<file path="src/rtl/data_convert_pkg.sv">
// Shared widths, packer phase encoding and default FIFO sizing for the
// 6-bit <-> 8-bit data-convert blocks.
package data_convert_pkg;

    localparam int unsigned WORD_W         = 6;
    localparam int unsigned BYTE_W         = 8;
    localparam int unsigned DEFAULT_DEPTH  = 16;
    localparam int unsigned DEFAULT_ADDR_W = 4;

    // Encodes how many bits are pending in the packer hold register.
    typedef enum logic [1:0] {
        PH0 = 2'd0,
        PH6 = 2'd1,
        PH4 = 2'd2,
        PH2 = 2'd3
    } phase_t;

endpackage

</file>
<file path="src/rtl/sync_byte_fifo.sv">
// Single-clock byte FIFO with a registered head output (1-cycle read latency)
// and registered empty/full flags.
module sync_byte_fifo
    import data_convert_pkg::*;
#(
    parameter int unsigned DEPTH  = DEFAULT_DEPTH,
    parameter int unsigned ADDR_W = DEFAULT_ADDR_W
) (
    input  logic              clk,
    input  logic              reset,
    input  logic              push,
    input  logic [BYTE_W-1:0] push_data,
    input  logic              pop,
    output logic [BYTE_W-1:0] data_out,
    output logic              empty,
    output logic              full
);

    logic [BYTE_W-1:0] mem [DEPTH];
    logic [ADDR_W-1:0] wr_ptr;
    logic [ADDR_W-1:0] rd_ptr;
    logic [ADDR_W:0]   count;
    logic [ADDR_W:0]   count_next;
    logic              do_push;
    logic              do_pop;

    // A pop against an empty FIFO (including one being written this cycle) is dropped.
    assign do_push = push && !full;
    assign do_pop  = pop && !empty;

    always_comb begin
        count_next = count;
        unique case ({do_push, do_pop})
            2'b10:   count_next = count + (ADDR_W+1)'(1);
            2'b01:   count_next = count - (ADDR_W+1)'(1);
            default: count_next = count;
        endcase
    end

    always_ff @(posedge clk) begin
        if (do_push) begin
            mem[wr_ptr] <= push_data;
        end
    end

    always_ff @(posedge clk) begin
        if (reset) begin
            wr_ptr   <= '0;
            rd_ptr   <= '0;
            count    <= '0;
            data_out <= '0;
            empty    <= 1'b1;
            full     <= 1'b0;
        end else begin
            if (do_push) begin
                wr_ptr <= wr_ptr + ADDR_W'(1);
            end
            if (do_pop) begin
                data_out <= mem[rd_ptr];
                rd_ptr   <= rd_ptr + ADDR_W'(1);
            end
            count <= count_next;
            empty <= (count_next == '0);
            full  <= (count_next == (ADDR_W+1)'(DEPTH));
        end
    end

endmodule

</file>
<file path="src/rtl/data_pack_fifo_6to8.sv">
// Packs a 6-bit word stream MSB-first into bytes (4 words -> 3 bytes) and
// buffers the bytes in a FIFO drained by the downstream consumer.
module data_pack_fifo_6to8
    import data_convert_pkg::*;
#(
    parameter int unsigned DEPTH  = DEFAULT_DEPTH,
    parameter int unsigned ADDR_W = DEFAULT_ADDR_W
) (
    input  logic              clk,
    input  logic              reset,
    input  logic              in_valid,
    output logic              in_ready,
    input  logic [WORD_W-1:0] data_in,
    input  logic              flush,
    input  logic              read_en,
    output logic [BYTE_W-1:0] data_out,
    output logic              empty,
    output logic              full
);

    phase_t            phase;
    phase_t            phase_next;
    logic [WORD_W-1:0] hold;
    logic [WORD_W-1:0] hold_next;
    logic              push;
    logic [BYTE_W-1:0] push_data;
    logic              accept;
    logic              flush_go;

    // A PH0 word never produces a byte, so it can be taken even when full.
    assign in_ready = (phase == PH0) || !full;
    assign accept   = in_valid && in_ready;
    assign flush_go = flush && !in_valid && !full && (phase != PH0);

    always_ff @(posedge clk) begin
        if (reset) begin
            phase <= PH0;
            hold  <= '0;
        end else begin
            phase <= phase_next;
            hold  <= hold_next;
        end
    end

    always_comb begin
        phase_next = phase;
        hold_next  = hold;
        push       = 1'b0;
        push_data  = '0;
        if (accept) begin
            unique case (phase)
                PH0: begin
                    hold_next  = data_in;
                    phase_next = PH6;
                end
                PH6: begin
                    push       = 1'b1;
                    push_data  = {hold, data_in[5:4]};
                    hold_next  = {data_in[3:0], 2'b00};
                    phase_next = PH4;
                end
                PH4: begin
                    push       = 1'b1;
                    push_data  = {hold[5:2], data_in[5:2]};
                    hold_next  = {data_in[1:0], 4'b0000};
                    phase_next = PH2;
                end
                PH2: begin
                    push       = 1'b1;
                    push_data  = {hold[5:4], data_in};
                    hold_next  = '0;
                    phase_next = PH0;
                end
                default: phase_next = PH0;
            endcase
        end else if (flush_go) begin
            // Zero-pad whatever partial bits remain into one final byte.
            push       = 1'b1;
            hold_next  = '0;
            phase_next = PH0;
            unique case (phase)
                PH6:     push_data = {hold, 2'b00};
                PH4:     push_data = {hold[5:2], 4'b0000};
                PH2:     push_data = {hold[5:4], 6'b000000};
                default: push      = 1'b0;
            endcase
        end
    end

    sync_byte_fifo #(
        .DEPTH  (DEPTH),
        .ADDR_W (ADDR_W)
    ) u_fifo (
        .clk       (clk),
        .reset     (reset),
        .push      (push),
        .push_data (push_data),
        .pop       (read_en),
        .data_out  (data_out),
        .empty     (empty),
        .full      (full)
    );

endmodule

</file>
<file path="config.mk">
export PLATFORM = sky130hd
export DESIGN_NAME = data_pack_fifo_6to8
export DESIGN_NICKNAME = d
export VERILOG_FILES = /design/src/rtl/data_convert_pkg.sv /design/src/rtl/sync_byte_fifo.sv /design/src/rtl/data_pack_fifo_6to8.sv
export SDC_FILE = /design/constraint.sdc
export NUM_CORES = 1
export LEC_CHECK = 0
export BUFFER_PORTS_ARGS = -buffer_cell sky130_fd_sc_hd__buf_2
export CAP_MARGIN = 20
export CELL_PAD_IN_SITES_DETAIL_PLACEMENT = 1
export CELL_PAD_IN_SITES_GLOBAL_PLACEMENT = 1
export CORE_UTILIZATION = 52
export DETAILED_ROUTE_END_ITERATION = 16
export HOLD_SLACK_MARGIN = 0.05
export MAX_ROUTING_LAYER = met4
export PLACE_DENSITY_LB_ADDON = 0.25
export SYNTH_ARGS = -nofsm -noshare
export SYNTH_HDL_FRONTEND = slang
export SYNTH_HIERARCHICAL = 1
export SYNTH_SLANG_ARGS = --single-unit
</file>
<file path="constraint.sdc">
create_clock -name clk -period 3.9 [get_ports clk]
set_input_delay 0.195 -clock clk [delete_from_list [all_inputs] [get_ports clk]]
set_output_delay 0.195 -clock clk [all_outputs]
set_load 0.005 [all_outputs]
</file>
* Yosys cells after proc, flatten, opt, wreduce, memory -nomap -nowiden *
Memory sizes are Yosys's and may differ from the RTL's. A register that Yosys moved wholly into a read port is not among the register bits.
Index checks and enable logic that the tools add are counted.

word-level totals
  output and inout port bits = 11
  logic and storage cells = 49
  input port bits = 11
  bits in registers = 23
  memories = 1
  memory bits (writable) = 128

memory list
  name        words  width  read ports  clocked after memory_dff  wr ports  RTL line              source
  u_fifo.mem  16     8      1           1                         1         sync_byte_fifo.sv:19  logic [BYTE_W-1:0] mem [DEPTH];

operators by class
  multiplexer cells = 16
  reduce and logical (&&, ||, !) cells = 15
  add/subtract/negate cells = 4
  equal/unequal tests = 6

operator list
  kind                                                                count
  8-bit one-hot mux with 3 select lines                               2
  6-bit one-hot mux with 4 select lines                               1
  8-bit two-way mux                                                   2
  6-bit two-way mux                                                   2
  5-bit one-hot mux with 2 select lines                               1
  4-bit by 1-bit adder with 4-bit output, second input constant       2
  2-bit one-hot mux with 4 select lines                               1
  2-bit == test, second input constant                                3
  1-bit logical AND                                                   6
  5-bit by 1-bit adder with 5-bit output, second input constant       1
  5-bit == test, second input constant                                1
  5-bit zero test                                                     1
  1-bit two-way mux                                                   5
  5-bit by 1-bit subtractor with 5-bit output, second input constant  1
  2-bit by 1-bit == test with 1-bit output, second input constant     2
  2-bit two-way mux                                                   2
  2-bit nonzero test                                                  2
  1-bit zero test                                                     3
  3-bit OR reduction                                                  1
  2-bit zero test                                                     1
  1-bit logical OR                                                    1

* Logic depth before layout (Yosys ltp) *
  word-level depth = 10
  depth in mapped cells = 16

* Hierarchy *
Netlist, hierarchy kept.

by module, submodules not included
  module               area each (um^2)  cells an instance  times used
  sync_byte_fifo       5998.3            343                1
  data_pack_fifo_6to8  578.1             77                 1

* Least setup slack after synthesis *
OpenSTA, ideal clock, no wires.

  kind = register -> register
  start = register phase[0]
  end = register u_fifo.full
  setup time = 0.088 ns
  path buffers = 1
  cell stages (with the launch flop) = 17
  arrival time = 2.660 ns
  slack = 1.152 ns
  cells stage by stage = dfxtp_1 > inv_1 > ha_1 > nor2_1 > o21ai_1 > inv_1 > nor2b_1 > buf_4 > inv_2 > nand2_1 > xnor2_1 > ha_1 > nor4b_1 > nand3_2 > a31oi_4 > xnor2_1 > nor4_2

between the ends
  word-level cells in the longest chain between the ends = 9
  elaborated cells between the ends (all ways) = 17
  those cells by class = eq/ne: 6; mux: 4; reduce/logical: 7

RTL lines
  what                                                                       RTL line                                              source
  from (decl)                                                                data_pack_fifo_6to8.sv:21                             phase_t phase;
  from (signal assigned)                                                     data_pack_fifo_6to8.sv:40                             phase <= phase_next;
  2-bit == test or 2-bit by 1-bit == test with 1-bit output (tied branches)  data_pack_fifo_6to8.sv:51, data_pack_fifo_6to8.sv:81
  3-bit OR reduction (no source line)                                        --
  1-bit two-way mux                                                          data_pack_fifo_6to8.sv:51, data_pack_fifo_6to8.sv:81
  1-bit two-way mux                                                          data_pack_fifo_6to8.sv:76                             end else if (flush_go) begin
  1-bit two-way mux *                                                        data_pack_fifo_6to8.sv:50                             if (accept) begin
  named net push                                                             data_pack_fifo_6to8.sv:25                             logic push;
  1-bit logical AND *                                                        sync_byte_fifo.sv:28                                  assign do_push = push && !full;
  2-bit by 1-bit == test with 1-bit output or 2-bit == test (tied branches)  sync_byte_fifo.sv:33                                  unique case ({do_push, do_pop})
  5-bit one-hot mux with 2 select lines *                                    sync_byte_fifo.sv:33
  5-bit == test *                                                            sync_byte_fifo.sv:64                                  full <= (count_next == (ADDR_W+1)'(DEPTH));
  to (signal assigned)                                                       sync_byte_fifo.sv:64
  to (decl)                                                                  sync_byte_fifo.sv:16                                  output logic full

The timed path passes the listed nets; every way through them passes the cells marked *.
A chain may end at the register's enable or synchronous reset.

* Worst setup path after layout *
  start = register phase[1]
  end = register u_fifo.full

The elaborated chain is that of the path after synthesis.

==> summary.md <==
| Metric | Value |
|---|---|
| CTS tree | `built` |
| Slew Viols, Final | `0` |
| WL per Instance | `24.3 um` |
| P&R area growth vs syn | `12.7%` |
| PwrDens | `559 nW/um2` |
| Avg Inst Size Synth | `15.7 um2` |
| Port buffer count | `21` |
| First-pass GRT wire length | `23,200 um` |
| RSZ-0062 raised after global routing | `no` |
| CTS buffer count | `17` |
| CTS root buf | `clkbuf_16` |
| Critical path cell sequence | `inv_1 > ha_1 > nor2_1 > o21ai_1 > inv_1 > nor2b_1 > inv_2 > nand2_1 > xnor2_1 > ha_1 > nor4b_1 > nand3_2 > a31oi_4 > xnor2_1 > nor4_2` |
| Final nets | `471` |
| Worst slew pin tran | `1.10 ns` |
| DP HPWL | `9860 um` |
| Cts hold-fix bufs | `0` |
| CP required | `4.23 ns` |
| Slew Limit Headroom | `26.1%` |
| CP Max Fanout | `15` |
| Num ports | `22` |
| Reg clk slew, reported paths | `0.06 ns` |
| Routability cong. | `0.813` |
| Clk_lat worst skew | `0.42 ns` |
| Startpoint types | `register` |
| Final worst path period share | `89.1%` |
| Clock Path Buffers | `2` |
| Status | `finished clean` |
| Cell count after synthesis | `420` |
| Total track usage | `26.5%` |
| Final wirelength | `15,300 um` |
| Chip Width | `114 um` |
| Initial antenna violation count | `0` |
| Synthesized area | `6580 um2` |
| Post-CTS resize count | `0` |
| Commonest non-fill, non-tap cell in the layout | `edfxtp_1` |
| 1st-pass router iterations | `5` |
| Leak Pwr | `2.37 nW` |
| Initial DRC Count | `312` |
| Setup Buffers After CTS | `0` |
| DRT antenna net count | `0` |
| Peak Freq | `0.288 GHz` |
| Tmin final | `3.47 ns` |
| Total number of vias | `3,827` |
| Hold Path Class | `primary input to register` |
| Worst clock skew | `0.00971 ns` |
| Diode count | `0` |
| Largest net degree at the start of global routing | `36` |
| Fin util | `60.9%` |
| Max Cap Violations | `0` |
| Vias in the first global route | `3,935` |
| Worst IR Drop VDD | `0.372 mV` |
| Register bit total from synthesis | `159` |
| H-tree depth | `4` |
| Total placed cells including tap cells | `596` |
| Crit end category | `register` |
| Hold Vio Cnt, Final | `0` |
| Residual DRC | `0` |
| Clock sinks | `159` |
| Die extent in y | `114 um` |
| Die Footprint | `13,100 um2` |
| Grt ovf | `0` |
| Finished Layout Cells | `630` |
| Slowest stage delay, CP | `0.48 ns` |
| Slowest-stage cell, CP | `ha_1` |
| Fillcell total | `1,134` |
| Worst EP arrival | `3.80 ns` |
| YS warnings | `6` |
| Fin Setup TNS | `0 ns` |
| # rows | `40` |
| Drt via density | `6.07` |
| Starting Density | `54.1%` |
| Distinct cells, synth | `46` |
| Sequential-to-total area share from yosys stat | `67.9%` |
| Commonest cells after routing, fill and taps aside | `128 x edfxtp_1, 43 x nor2_1, 32 x mux4_2` |
| Endpoints failing setup | `0` |
| Layout cells sized above 1 | `22.3%` |
| Syn_nets | `442` |
| Crit Path Category | `register to register` |
| Core ar. | `12,200 um2` |
## routing by layer
| layer | vias up | track usage, % | share of wire, % |
|---|---|---|---|
| li1 | 1689 | - | - |
| met1 | 2005 | 33.4 | 42 |
| met2 | 118 | 42.4 | 52 |
| met3 | 15 | 7.15 | 4.7 |
| met4 | 0 | 8.05 | 1.4 |
| met5 | - | - | 0 |
## metrics by stage
step	hold WS (ns)	setup WS [ns]	area, um2	total power (W)
2_1_floorplan	0.266	1.15	6580	0.00243
3_3_place_gp	0.463	0.820	6840	0.00257
3_5_place_dp	0.472	0.460	6840	0.00260
4_1_cts	0.0567	0.438	7390	0.00418
5_1_grt	0.104	0.0675	7410	0.00430
6_report	0.0870	0.426	7410	0.00414
## critical path, delay by kind of cell, from the launching register on
family / cells / cell delay, ns
AND/OR/NAND/NOR: 6 / 1.20
adder cells (fa/ha/maj): 2 / 0.74
XOR/XNOR: 2 / 0.31
AO/OA/AOI/OAI: 2 / 0.42
buffers and inverters: 3 / 0.35
flip-flops: 1 / 0.35
## sequential cells by signal (all words and copies together) (netlist names), 2 cells and up
signal	count
u_fifo/wr_ptr	4
u_fifo/mem	128
hold	6
u_fifo/count	5
phase	2
u_fifo/rd_ptr	4
u_fifo/data_out	8
## synthesized netlist by cell type, drive strengths merged
library cell	instances	area, um2
a222oi	4	40.0
mux4	32	721
nand2b	9	56.3
o311a	1	10.0
a211oi	1	7.51
xnor2	6	52.6
or2b	1	11.3
nor2b	6	37.5
xor2	5	43.8
o211a	1	10.0
mux2i	1	10.0
buf	14	92.6
o21ai	10	53.8
o211ai	1	7.51
nor4b	1	8.76
nand3	1	10.0
nor4	1	12.5
nand2	24	90.1
nand4b	1	8.76
or4	1	11.3
inv	9	33.8
a31oi	1	21.3
a22oi	20	150
nand4	2	12.5
a21oi	24	120
edfxtp	128	3840
clkbuf	8	31.3
nor3	10	60.1
dfxtp	31	621
o31ai	2	15.0
and3	1	6.26
o22ai	1	6.26
a21boi	1	7.51
and2	3	18.8
a32oi	3	26.3
a22o	1	8.76
ha	11	138
nor2	43	161
## layout make-up
| class | instances | area (um2) | share of cell area, % |
|---|---|---|---|
| multi-input cells | 230 | 1950 | 26.4 |
| clock buffers | 19 | 433 | 5.84 |
| repair buffers | 32 | 191 | 2.58 |
| inverters | 9 | 33.8 | 0.456 |
| flip-flops and latches | 159 | 4470 | 60.3 |
| well taps | 168 | 210 | 2.84 |
| clock inverters | 13 | 121 | 1.64 |
## final timing paths
check                           slack, ns                       startpoint  cells after the start                         endpoint
worst min register to register       0.48  u_fifo/data_out[5]$_SDFFE_PP0P_                      2  u_fifo/data_out[5]$_SDFFE_PP0P_
worst min-delay path                 0.09                       data_in[0]                      3             hold[4]$_SDFFE_PP0P_
worst max register to register       0.43            phase[1]$_SDFFE_PP0P_                     15           u_fifo/full$_SDFF_PP0_
worst max-delay path                 0.43            phase[1]$_SDFFE_PP0P_                     15           u_fifo/full$_SDFF_PP0_
## report_power, final
part,leakage [nW],switching (W),internal (W)
logic,0.773,0.000328,0.000261
registers,1.32,0.0000908,0.00190
clock network,0.273,0.000635,0.000931
total,2.37,0.00105,0.00309
## cell families (layout without fill, tap and decap cells)
family,after synthesis,in the layout,share of synthesized area [%]
buf+inv,31,73,2.40
mux,33,33,11.1
flops,159,159,67.9
compound gates,71,71,7.36
simple gates,104,104,7.69
xor+xnor,11,11,1.46
fa+ha+maj,11,11,2.09
Power figures use the tool's default switching activity.
